==> src/rtl/decoder_pkg.sv <==
// Shared types and constants for the sequenced 3-to-8 decoder.
// Build option DECODER_ACTIVE_LOW_EN: when defined, out is active-low one-hot (idle 8'hFF).
// No logic here; decode_line gives the driven pattern for a selected code.
package decoder_pkg;

    localparam int CODE_W = 3;
    localparam int OUT_W  = 8;
    localparam int CNT_W  = 8;

`ifdef DECODER_ACTIVE_LOW_EN
    localparam logic [OUT_W-1:0] OUT_IDLE = 8'hFF;
`else
    localparam logic [OUT_W-1:0] OUT_IDLE = 8'h00;
`endif

    typedef enum logic [1:0] {
        IDLE  = 2'd0,
        PULSE = 2'd1,
        GAP   = 2'd2
    } state_t;

    // Output pattern while a code is being driven, in the configured polarity
    function automatic logic [OUT_W-1:0] decode_line(input logic [CODE_W-1:0] code);
        logic [OUT_W-1:0] v;
        v = OUT_W'(1) << code;
`ifdef DECODER_ACTIVE_LOW_EN
        return ~v;
`else
        return v;
`endif
    endfunction

endpackage

==> src/rtl/pulse_timer.sv <==
// Loadable 8-bit down-counter shared by the PULSE and GAP phases.
// Latency: count updates one cycle after load/en; o_nxt_zero looks one cycle ahead.
// Backpressure: none; load has priority over en, counting saturates at zero.
module pulse_timer
    import decoder_pkg::*;
(
    input  logic             clk,
    input  logic             rst_n,
    input  logic             i_load,
    input  logic [CNT_W-1:0] i_load_val,
    input  logic             i_en,
    output logic             o_zero,
    output logic             o_nxt_zero
);

    logic [CNT_W-1:0] r_cnt;
    logic [CNT_W-1:0] w_cnt_nxt;

    // Next count: reset clears, load wins over decrement, hold at zero
    always_comb begin
        w_cnt_nxt = r_cnt;
        if (!rst_n)
            w_cnt_nxt = '0;
        else if (i_load)
            w_cnt_nxt = i_load_val;
        else if (i_en && (r_cnt != '0))
            w_cnt_nxt = r_cnt - CNT_W'(1);
    end

    // Counter register
    always_ff @(posedge clk) begin
        r_cnt <= w_cnt_nxt;
    end

    assign o_zero     = (r_cnt == '0);
    assign o_nxt_zero = (w_cnt_nxt == '0);

endmodule

==> src/rtl/decoder_pulse_seq.sv <==
// Sequenced 3-to-8 decoder: accepted code drives one out line for PULSE_LEN cycles, then GAP_LEN idle cycles.
// Latency: out valid the cycle after the accepting edge; out/busy/done are flops. Option: DECODER_ACTIVE_LOW_EN.
// Backpressure: in_ready only in IDLE; in_valid while busy is ignored, so senders must hold it.
module decoder_pulse_seq
    import decoder_pkg::*;
#(
    parameter int PULSE_LEN = 4,
    parameter int GAP_LEN   = 1
)(
    input  logic              clk,
    input  logic              rst_n,
    input  logic [CODE_W-1:0] in,
    input  logic              in_valid,
    output logic              in_ready,
    output logic [OUT_W-1:0]  out,
    output logic              busy,
    output logic              done
);

    localparam logic [CNT_W-1:0] PULSE_LOAD = CNT_W'(PULSE_LEN - 1);
    // GAP_LEN==0 never loads the timer for a gap, so the zero load value is unused
    localparam logic [CNT_W-1:0] GAP_LOAD   = (GAP_LEN == 0) ? '0 : CNT_W'(GAP_LEN - 1);

    state_t            r_state;
    state_t            w_state_nxt;
    logic [CODE_W-1:0] r_code;
    logic [CODE_W-1:0] w_code_nxt;
    logic              w_accept;
    logic              w_zero;
    logic              w_nxt_zero;
    logic              w_tmr_load;
    logic [CNT_W-1:0]  w_tmr_val;
    logic              w_tmr_en;
    logic [OUT_W-1:0]  w_out_nxt;
    logic              w_busy_nxt;
    logic              w_done_nxt;
    logic [OUT_W-1:0]  r_out;
    logic              r_busy;
    logic              r_done;

    assign in_ready = (r_state == IDLE) && rst_n;
    assign w_accept = in_valid && in_ready;

    pulse_timer u_timer (
        .clk        (clk),
        .rst_n      (rst_n),
        .i_load     (w_tmr_load),
        .i_load_val (w_tmr_val),
        .i_en       (w_tmr_en),
        .o_zero     (w_zero),
        .o_nxt_zero (w_nxt_zero)
    );

    // State, code and registered outputs
    always_ff @(posedge clk) begin
        if (!rst_n) begin
            r_state <= IDLE;
            r_code  <= '0;
            r_out   <= OUT_IDLE;
            r_busy  <= 1'b0;
            r_done  <= 1'b0;
        end else begin
            r_state <= w_state_nxt;
            r_code  <= w_code_nxt;
            r_out   <= w_out_nxt;
            r_busy  <= w_busy_nxt;
            r_done  <= w_done_nxt;
        end
    end

    // Next-state and timer control
    always_comb begin
        w_state_nxt = r_state;
        w_code_nxt  = r_code;
        w_tmr_load  = 1'b0;
        w_tmr_val   = PULSE_LOAD;
        w_tmr_en    = 1'b0;
        case (r_state)
            IDLE: begin
                if (w_accept) begin
                    w_state_nxt = PULSE;
                    w_code_nxt  = in;
                    w_tmr_load  = 1'b1;
                    w_tmr_val   = PULSE_LOAD;
                end
            end
            PULSE: begin
                w_tmr_en = 1'b1;
                if (w_zero) begin
                    if (GAP_LEN == 0) begin
                        w_state_nxt = IDLE;
                    end else begin
                        w_state_nxt = GAP;
                        w_tmr_load  = 1'b1;
                        w_tmr_val   = GAP_LOAD;
                    end
                end
            end
            GAP: begin
                w_tmr_en = 1'b1;
                if (w_zero)
                    w_state_nxt = IDLE;
            end
            default: w_state_nxt = IDLE;
        endcase
    end

    // Output decode one cycle ahead so the flops line up with the state they describe
    always_comb begin
        w_out_nxt  = OUT_IDLE;
        w_busy_nxt = (w_state_nxt != IDLE);
        w_done_nxt = 1'b0;
        if (w_state_nxt == PULSE) begin
            w_out_nxt  = decode_line(w_code_nxt);
            w_done_nxt = w_nxt_zero;
        end
    end

    assign out  = r_out;
    assign busy = r_busy;
    assign done = r_done;

endmodule

==> config.mk <==
export PLATFORM = sky130hd
export DESIGN_NAME = decoder_pulse_seq
export DESIGN_NICKNAME = d
export VERILOG_FILES = /design/src/rtl/decoder_pkg.sv /design/src/rtl/pulse_timer.sv /design/src/rtl/decoder_pulse_seq.sv
export SDC_FILE = /design/constraint.sdc
export NUM_CORES = 1
export LEC_CHECK = 0
export ABC_CLOCK_PERIOD_IN_PS = 2600
export CAP_MARGIN = 25
export CORE_MARGIN = 2
export CORE_UTILIZATION = 55
export CTS_CLUSTER_DIAMETER = 40
export DETAILED_ROUTE_END_ITERATION = 8
export PLACE_DENSITY = 0.91
export SKIP_LAST_GASP = 1
export SYNTH_ARGS = -nofsm -noshare
export SYNTH_HDL_FRONTEND = slang
export SYNTH_SLANG_ARGS = --single-unit
==> constraint.sdc <==
create_clock -name clk -period 2.6 [get_ports clk]
set_input_delay 0.26 -clock clk [delete_from_list [all_inputs] [get_ports clk]]
set_output_delay 0.26 -clock clk [all_outputs]
set_load 0.05 [all_outputs]
* After elaboration in Yosys (flattened, before gate mapping)
Cells that the tools add are included.
** Storage, ports and cells
- Output and inout port bits :: 11
- Input bits :: 6
- Logic and storage cells :: 36
- Flip-flop bits (word level) :: 23
** Operators by class
- Add/sub/neg operators :: 1
- Shifts and indexed selects :: 1
- Eq/ne operators :: 3
- Muxes and demuxes :: 15
- Reduce and logical (&&, ||, !) cells :: 10
** Operator list (number)
- 8-bit 2-to-1 mux :: 3
- 8-bit logical NOT :: 2
- 2-bit 2-to-1 mux :: 5
- 8-bit nonzero test :: 1
- 1-bit by 3-bit left shift with 8-bit output, first input constant :: 1
- 8-bit by 1-bit subtractor with 8-bit output, second input constant :: 1
- 3-bit 2-to-1 mux :: 2
- 2-bit one-hot mux with 3 select lines :: 1
- 2-bit by 1-bit == test with 1-bit output, second input constant :: 2
- 1-bit logical AND :: 3
- 1-bit 2-to-1 mux :: 3
- 2-bit == test, second input constant :: 1
- 2-bit logical NOT :: 1
- 1-bit one-hot mux with 2 select lines :: 1
- 2-bit AND reduction :: 1
- 2-bit nonzero test :: 1
- 2-bit OR reduction :: 1

* Logic depth before layout (Yosys ltp)
Gate-level depths: netlist of run 1.
- Depth in word-level cells :: 8
- Mapped depth :: 7
- Depth with buffers taken out :: 7

* Hierarchy
Synthesis of run 1 repeated with hierarchy kept, for this count alone.
** Unflattened totals
- Cells, all modules :: 132
- Area total of the unflattened synthesis :: 1227.4 µm²
** Modules (own cells, without submodules)
- decoder_pulse_seq :: times used 1, area each 681.9 µm², cells each 67, sequential area each 300.3 µm²
- pulse_timer :: times used 1, area each 545.5 µm², cells each 65, sequential area each 160.2 µm²

* Least setup slack after synthesis of run 1
OpenSTA, ideal clock, no wires.
- Path kind :: register to register
- From :: register r_state[1]
- To :: register r_out[0], in the netlist out[0]
- Path slack :: 567 ps
- Library setup time :: 60 ps
- Data arrival time :: 1972 ps
- Period minus slack after synthesis :: 2033 ps
- Path buffers :: 0
- Required time :: 2540 ps
- Stages on the path, launching flop included :: 8
- Cell sequence :: dfxtp_1 inv_1 ha_1 and2_1 nand2_1 mux2i_1 nor3b_2 and3_1
** On the way
- Longest elaborated chain between the ends :: 7
- Elaborated cells between the ends (all ways) :: 14
- Classes of those cells :: 3 x eq/ne; 1 x shift; 6 x mux; 4 x reduce/logical
** RTL lines
- start: declaration :: line decoder_pulse_seq.sv:24 : state_t r_state;
- start signal: assignment :: line decoder_pulse_seq.sv:63 : r_state <= w_state_nxt;
- 2-bit logical NOT (*) :: line decoder_pulse_seq.sv:41 : assign in_ready = (r_state == IDLE) && rst_n;
- 1-bit logical AND (*) :: line decoder_pulse_seq.sv:41
- via in_ready :: line decoder_pulse_seq.sv:14 : output logic in_ready,
- 1-bit logical AND (*) :: line decoder_pulse_seq.sv:42 : assign w_accept = in_valid && in_ready;
- 2-bit 2-to-1 mux :: line decoder_pulse_seq.sv:80 : if (w_accept) begin
- 2-bit one-hot mux with 3 select lines :: line decoder_pulse_seq.sv:78 : case (r_state)
- 2-bit by 1-bit == test with 1-bit output :: line decoder_pulse_seq.sv:113 : if (w_state_nxt == PULSE) begin
- 2-bit AND reduction (no source line)
- end signal: assignment :: line decoder_pulse_seq.sv:65 : r_out <= w_out_nxt;
- end: declaration :: line decoder_pulse_seq.sv:37 : logic [OUT_W-1:0] r_out;
The timed path passes the listed nets; every way through them passes the cells marked *.
A chain may end at the register's enable or synchronous reset.

* Worst setup path after layout of run 1
- From :: register r_state[1]
- To :: output in_ready
** On the way
- Longest elaborated chain between the ends :: 2
** RTL lines (line)
- 2-bit logical NOT :: decoder_pulse_seq.sv:41
- 1-bit logical AND :: decoder_pulse_seq.sv:41
- end: declaration :: decoder_pulse_seq.sv:14
No other way between the ends.

==> qor.yml, run 1 <==
placement:
  place_inst: 161
  dpl_cell_area_sq_um: 1294
  port_buffers: 16
  post-dp-hpwl_microns: 1767
  pre_cts_ws_ps: 497.5
  place_congestion: 0.8985
synth:
  synth_top_family_by_area: "simple AND/OR/NAND/NOR gates"
  yosysWarnings: 0
  ys_async_sr_fraction_pct: 0
  yosys.area.top_type_share_pct: 41.87
  synth_simple_gate_area_share_pct: 28.10
  yosysSeqAreaShare_pct: 41.87
  synth_area_sq_um: 1100
  netlist.top_cell.by_area: "dfxtp_1"
  ys_types: 31
  synth_commonest_cells: "23 x dfxtp_1, 15 x nor2_1, 10 x a21oi_1, 8 x and2_1"
  synth.area.mux_share_pct: 5.461
  yosys-top-cells-area: "dfxtp_1 42%, ha_1 6.8%, mux2i_1 5.5%"
  synth_compound_area_share_pct: 13.31
  yosys.area_share.xor_xnor_pct: 2.389
  ys.flop_type: "dfxtp_1"
  synth_edf_count: 0
  synth_seq_cells: 23
  syn_inst: 118
  syn_avg_cell_area_sq_um: 9.320
  synth_fa_ha_area_share_pct: 6.826
  yosysMostFrequentCell: "dfxtp_1"
  synthesis.nets: 130
timing:
  setup_violations: 0
  setup_ws_ps: 289.1
  fin_crit_sh_pct: 88.88
  holdWs_ps: 558.6
  rsz0062_at_grt: "no"
  slew_headroom_pct: 64.87
  max_freq_mhz: 432.7
  post-route-min-period_ps: 2311
  slew_violations: 0
  hold_viol: 0
  finalSetupTns_ps: 0
  tightest_slew_ps: 524.6
  skew_ps: 2.718
worst_setup_path:
  start_kind: "flip-flop"
  crit_fanout: 4
  path_class: "flip-flop to output pin"
  critPathCaptureType: "output pin"
  cp.required_ps: 2340
  worstPathArrival_ps: 2050
flow_run:
  drv_cap: 0
clock_network:
  htreeDepth: 1
  post_cts_resized: 0
  clkLatencyLatePin_ps: 320
  clock_sinks: 23
  cts_buffers: 3
  cts-root-buf: "clkbuf_4"
  clkTransAtPathRegs_ps: 130
  cts_buffer_depth: 2
  ctsHoldBuffers: 0
  cts_tree: "yes"
  post_cts_buffers: 0
pwr:
  p_per_area_nw_per_um2: 1281
  p_leak_nw: 0.5329
  ir_drop_v: 0.0009132
finish:
  layoutNonFillerInstCount: 165
  drive_above_1_share_pct: 9.420
  diodes: 0
  area_growth_pct: 20.14
  fin_area_sq_um: 1321
  final_nets: 151
floorplanning:
  num_rows: 16
  die_y_microns: 48.72
  start_util_pct: 57.23
  pin_count: 17
  die-area_sq_um: 2373
  coreArea_sq_um: 1922
  fp.dieW_microns: 48.72
hold_path:
  hp-class: "flip-flop to flip-flop"
route:
  routed-wl-met3_microns: 87
  wl_met1_microns: 983
  viasPerCell: 5.521
  top_layer_used: "met4"
  dr.pass1.iters: 4
  routed_wl_microns: 2337
  drtIter0Drc: 13
  postRouteAntennaNets: 0
  drcViolationCount: 0
  wl_met2_microns: 1213
  routedWlPerCell_microns: 14.16
  vias: 911
global_route:
  grt_first_pass_wirelength_microns: 3974
  grt-ovfl-total: 0
  grtUsageTotal_pct: 21.76
  grt_max_degree: 14
  grt_pass1_vias: 899
  grt_antenna_before_repair: 0
outcome:
  status: "complete, no violations"
kinds of logic after synthesis:
kind of cell	after synthesis
and+or+nand+nor	53
DFF	23
AOI/OAI and AO/OA	21
buffers and inverters	6
muxes	6
adders and majority gates	6
xor gates and xnor gates	3
power by group:
group | total, mW | switching, mW | internal, mW | leakage (nW)
sequential | 0.526 | 0.0899 | 0.436 | 0.187
combinational | 0.997 | 0.602 | 0.395 | 0.328
clock | 0.170 | 0.112 | 0.0576 | 0.0177
total | 1.69 | 0.805 | 0.888 | 0.533
flip-flops by register name, indices dropped and copies added (netlist names):
signal         flops
busy               1
done               1
out                8
r_code             3
u_timer.r_cnt      8
r_state            2
cells in the final DEF, fill, tap and decap left out, drive strengths merged, types with 2 or more instances in the layout:
cell,synthesis,final
dfxtp,23,23
clkdlybuf4s50,0,16
nor2,15,15
a21oi,10,10
and2,8,8
inv,6,6
nand2,6,6
mux2i,6,6
nor2b,6,6
ha,6,6
nand3,5,5
nor3,4,4
clkbuf,0,3
o21ai,3,3
nor3b,2,2
xor2,2,2
and3,2,2
a221oi,2,2
final timing paths:
| kind | start | to | slack [ps] | depth (start not counted) |
|---|---|---|---|---|
| worst min register to register | r_code[2] | r_code[2] | 560 | 2 |
| worst max-delay path | r_state[1] | in_ready | 290 | 4 |
| worst max register to register | u_timer.r_cnt[0] | done | 470 | 7 |
| worst min-delay path | r_code[2] | r_code[2] | 560 | 2 |
layout make-up:
type / count / area [sq um]
inverters: 6 / 22.52
clock inverters: 1 / 5.005
fillers: 160 / 600.6
well taps: 27 / 33.78
multi-input cells: 89 / 616.8
flip-flops and latches: 23 / 460.4
repair buffers: 16 / 160.2
clock buffers: 3 / 22.52
layer usage:
layer	global-route usage (%)	vias to the layer above
met1	25.84	429
met4	10.95	0
met5	0	-
met3	5.864	8
met2	36.07	22
li1	-	452
worst max-delay path: stages (launching register included):
cell	delay [ps]
dfxtp_1	360
inv_1	140
ha_1	240
and2_1	180
clkdlybuf4s50_1	810
per-stage QoR:
step           power (mW)  util, %
6_report            1.693    68.75
5_1_grt             1.817    68.75
4_1_cts             1.688    68.75
3_5_place_dp        1.507    67.32
3_3_place_gp        1.470    67.32
2_1_floorplan       1.278        -
Power figures use the tool's default switching activity.
==> run 2: changes to the inputs <==
- CAP_MARGIN: 25 -> 20
- CORE_UTILIZATION: 55 -> 45
- PLACE_DENSITY: 0.91 -> 0.79
==> run 2 against run 1 <==
  * Final cell count is 0.61% higher
  * Register-to-register slack lost 20 ps
  * Critical path depth did not move
  * Clock power is essentially flat
  * Cell area about the same
  * Hold slack improved by 17 ps
  * Wire length down 5.6%
  * Clock skew increased by 2.4 ps
  * Core utilization down 10 points
  * Largest cell class unchanged
==> qor.yml, run 2 (same netlist as run 1, synthesis figures left out) <==
outcome:
  status: "complete, no violations"  # unchanged
clock_network:
  cts_tree: "yes"  # unchanged
  clkLatencyLatePin_ps: 310  # was 320 ps
  htreeDepth: 1  # unchanged
  cts_buffers: 3  # unchanged
  clkTransAtPathRegs_ps: 130  # about the same
  ctsHoldBuffers: 0  # unchanged
  clock_sinks: 23  # unchanged
  cts_buffer_depth: 2  # unchanged
  cts-root-buf: "clkbuf_4"  # unchanged
  post_cts_buffers: 0  # unchanged
  post_cts_resized: 0  # unchanged
hold_path:
  hp-class: "flip-flop to flip-flop"  # unchanged
finish:
  mostFrequentLayoutCells: "23 x dfxtp_1, 16 x clkdlybuf4s50_1, 15 x nor2_1"  # unchanged
  nFillCells: 224  # was 160
  multi_input_area_sq_um: 616.8  # unchanged
  diodes: 0  # unchanged
  area_growth_pct: 20.25  # was 20.14%
  final_nets: 151  # unchanged
  fin_area_sq_um: 1323  # was 1321 sq um
  layoutNonFillerInstCount: 166  # was 165
  final_common_cell: "dfxtp_1"  # unchanged
  drive_above_1_share_pct: 9.420  # unchanged
  regArea_sq_um: 460.4  # unchanged
placement:
  post-dp-hpwl_microns: 1718  # was 1767 microns
  pre_cts_ws_ps: 468.8  # was 497.5 ps
  dpl_cell_area_sq_um: 1295  # was 1294 sq um
  port_buffers: 16  # unchanged
  place_congestion: 0.9276  # was 0.8985
  place_inst: 162  # was 161
timing:
  max_freq_mhz: 431.4  # was 432.7 MHz
  hold_viol: 0  # unchanged
  skew_ps: 5.118  # was 2.718 ps
  setup_ws_ps: 282.0  # was 289.1 ps
  post-route-min-period_ps: 2318  # was 2311 ps
  holdWs_ps: 575.7  # was 558.6 ps
  slew_headroom_pct: 61.08  # was 64.87%
  slew_violations: 0  # unchanged
  tightest_slew_ps: 581.2  # was 524.6 ps
  setup_violations: 0  # unchanged
  fin_crit_sh_pct: 89.15  # was 88.88%
  rsz0062_at_grt: "no"  # unchanged
  finalSetupTns_ps: 0  # unchanged
route:
  vias: 887  # was 911
  dr.pass1.iters: 4  # unchanged
  routedWlPerCell_microns: 13.29  # was 14.16 microns
  postRouteAntennaNets: 0  # unchanged
  viasPerCell: 5.343  # was 5.521
  drtIter0Drc: 15  # was 13
  routed_wl_microns: 2206  # was 2337 microns
  drcViolationCount: 0  # unchanged
floorplanning:
  die-area_sq_um: 2855  # was 2373 sq um
  pin_count: 17  # unchanged
  coreArea_sq_um: 2255  # was 1922 sq um
  die_y_microns: 53.44  # was 48.72 microns
  fp.dieW_microns: 53.44  # was 48.72 microns
  start_util_pct: 48.78  # was 57.23%
  num_rows: 17  # was 16
worst_setup_path:
  path_class: "flip-flop to output pin"  # unchanged
  worstPathArrival_ps: 2060  # was 2050 ps
  critPathCaptureType: "output pin"  # unchanged
  start_kind: "flip-flop"  # unchanged
  crit_fanout: 4  # unchanged
  cp.required_ps: 2340  # about the same
pwr:
  p_per_area_nw_per_um2: 1265  # was 1281 nW/um^2
  p_seq_share_pct: 31.3  # was 31.1%
  internal_power_mw: 0.8866  # was 0.8885 mW
  p_leak_nw: 0.5329  # unchanged
  pwr-share-comb_pct: 58.7  # was 58.9%
  ir_drop_v: 0.0008827  # was 0.0009132 V
  switchingPower_mw: 0.7863  # was 0.8045 mW
  p_sw_share_pct: 47.00  # was 47.52%
  power_frac_clock_pct: 10.0  # about the same
global_route:
  grt_first_pass_wirelength_microns: 3719  # was 3974 microns
  grt_pass1_vias: 875  # was 899
  grt-ovfl-total: 0  # unchanged
  grt_antenna_before_repair: 0  # unchanged
  grt_max_degree: 14  # unchanged
  grtUsageTotal_pct: 18.09  # was 21.76%
flow_run:
  drv_cap: 0  # unchanged
[run 2: cell counts in the layout (fill, tap and decap cells not counted)]
No cell type changed its count.
[run 2: metrics by stage]
step | util (%) | power (mW)
after floorplan | - | 1.278
after global placement | 57.44 | 1.469
after detailed placement | 57.44 | 1.501
after CTS | 58.66 | 1.671
after global routing | 58.66 | 1.805
final | 58.66 | 1.673
[run 2: path summary, 6_finish.rpt]
path | from | endpoint | slack (ps) | depth (start not counted)
max | r_state[1] | in_ready | 280 | 4
min | r_code[2] | r_code[2] | 580 | 2
max reg2reg | u_timer.r_cnt[0] | out[0] | 450 | 7
min reg2reg | r_code[2] | r_code[2] | 580 | 2
[run 2: metal layers]
metal | wire [microns] | vias to the layer above | track usage, % | share of wire (%)
li1 | - | 450 | - | -
met1 | 956 | 415 | 21.01 | 43
met2 | 1141 | 20 | 32.72 | 52
met3 | 96 | 2 | 1.695 | 4.4
met4 | 12 | 0 | 8.547 | 0.54
met5 | 0 | - | 0 | 0
[run 2: critical path, stage by stage, from the launching register on]
cell             delay (ps)
dfxtp_1                 360
inv_1                   130
ha_1                    230
and2_1                  210
clkdlybuf4s50_1         820
[run 2: area by class of cell]
type                    instances  share of cell area, %
clock inverters                 1                 0.3784
inverters                       6                  1.703
clock buffers                   3                  1.703
multi-input cells              89                  46.64
flip-flops and latches         23                  34.82
repair buffers                 16                  12.11
well taps                      28                  2.649
[run 2: power by group through the flow]
stage | Sequential [mW] | Clock (mW) | Combinational, mW
floorplan | 0.586 | 0 | 0.691
global placement | 0.526 | 0 | 0.944
finish | 0.523 | 0.167 | 0.982
detailed placement | 0.530 | 0 | 0.971
CTS | 0.521 | 0.173 | 0.977
global route | 0.534 | 0.185 | 1.09
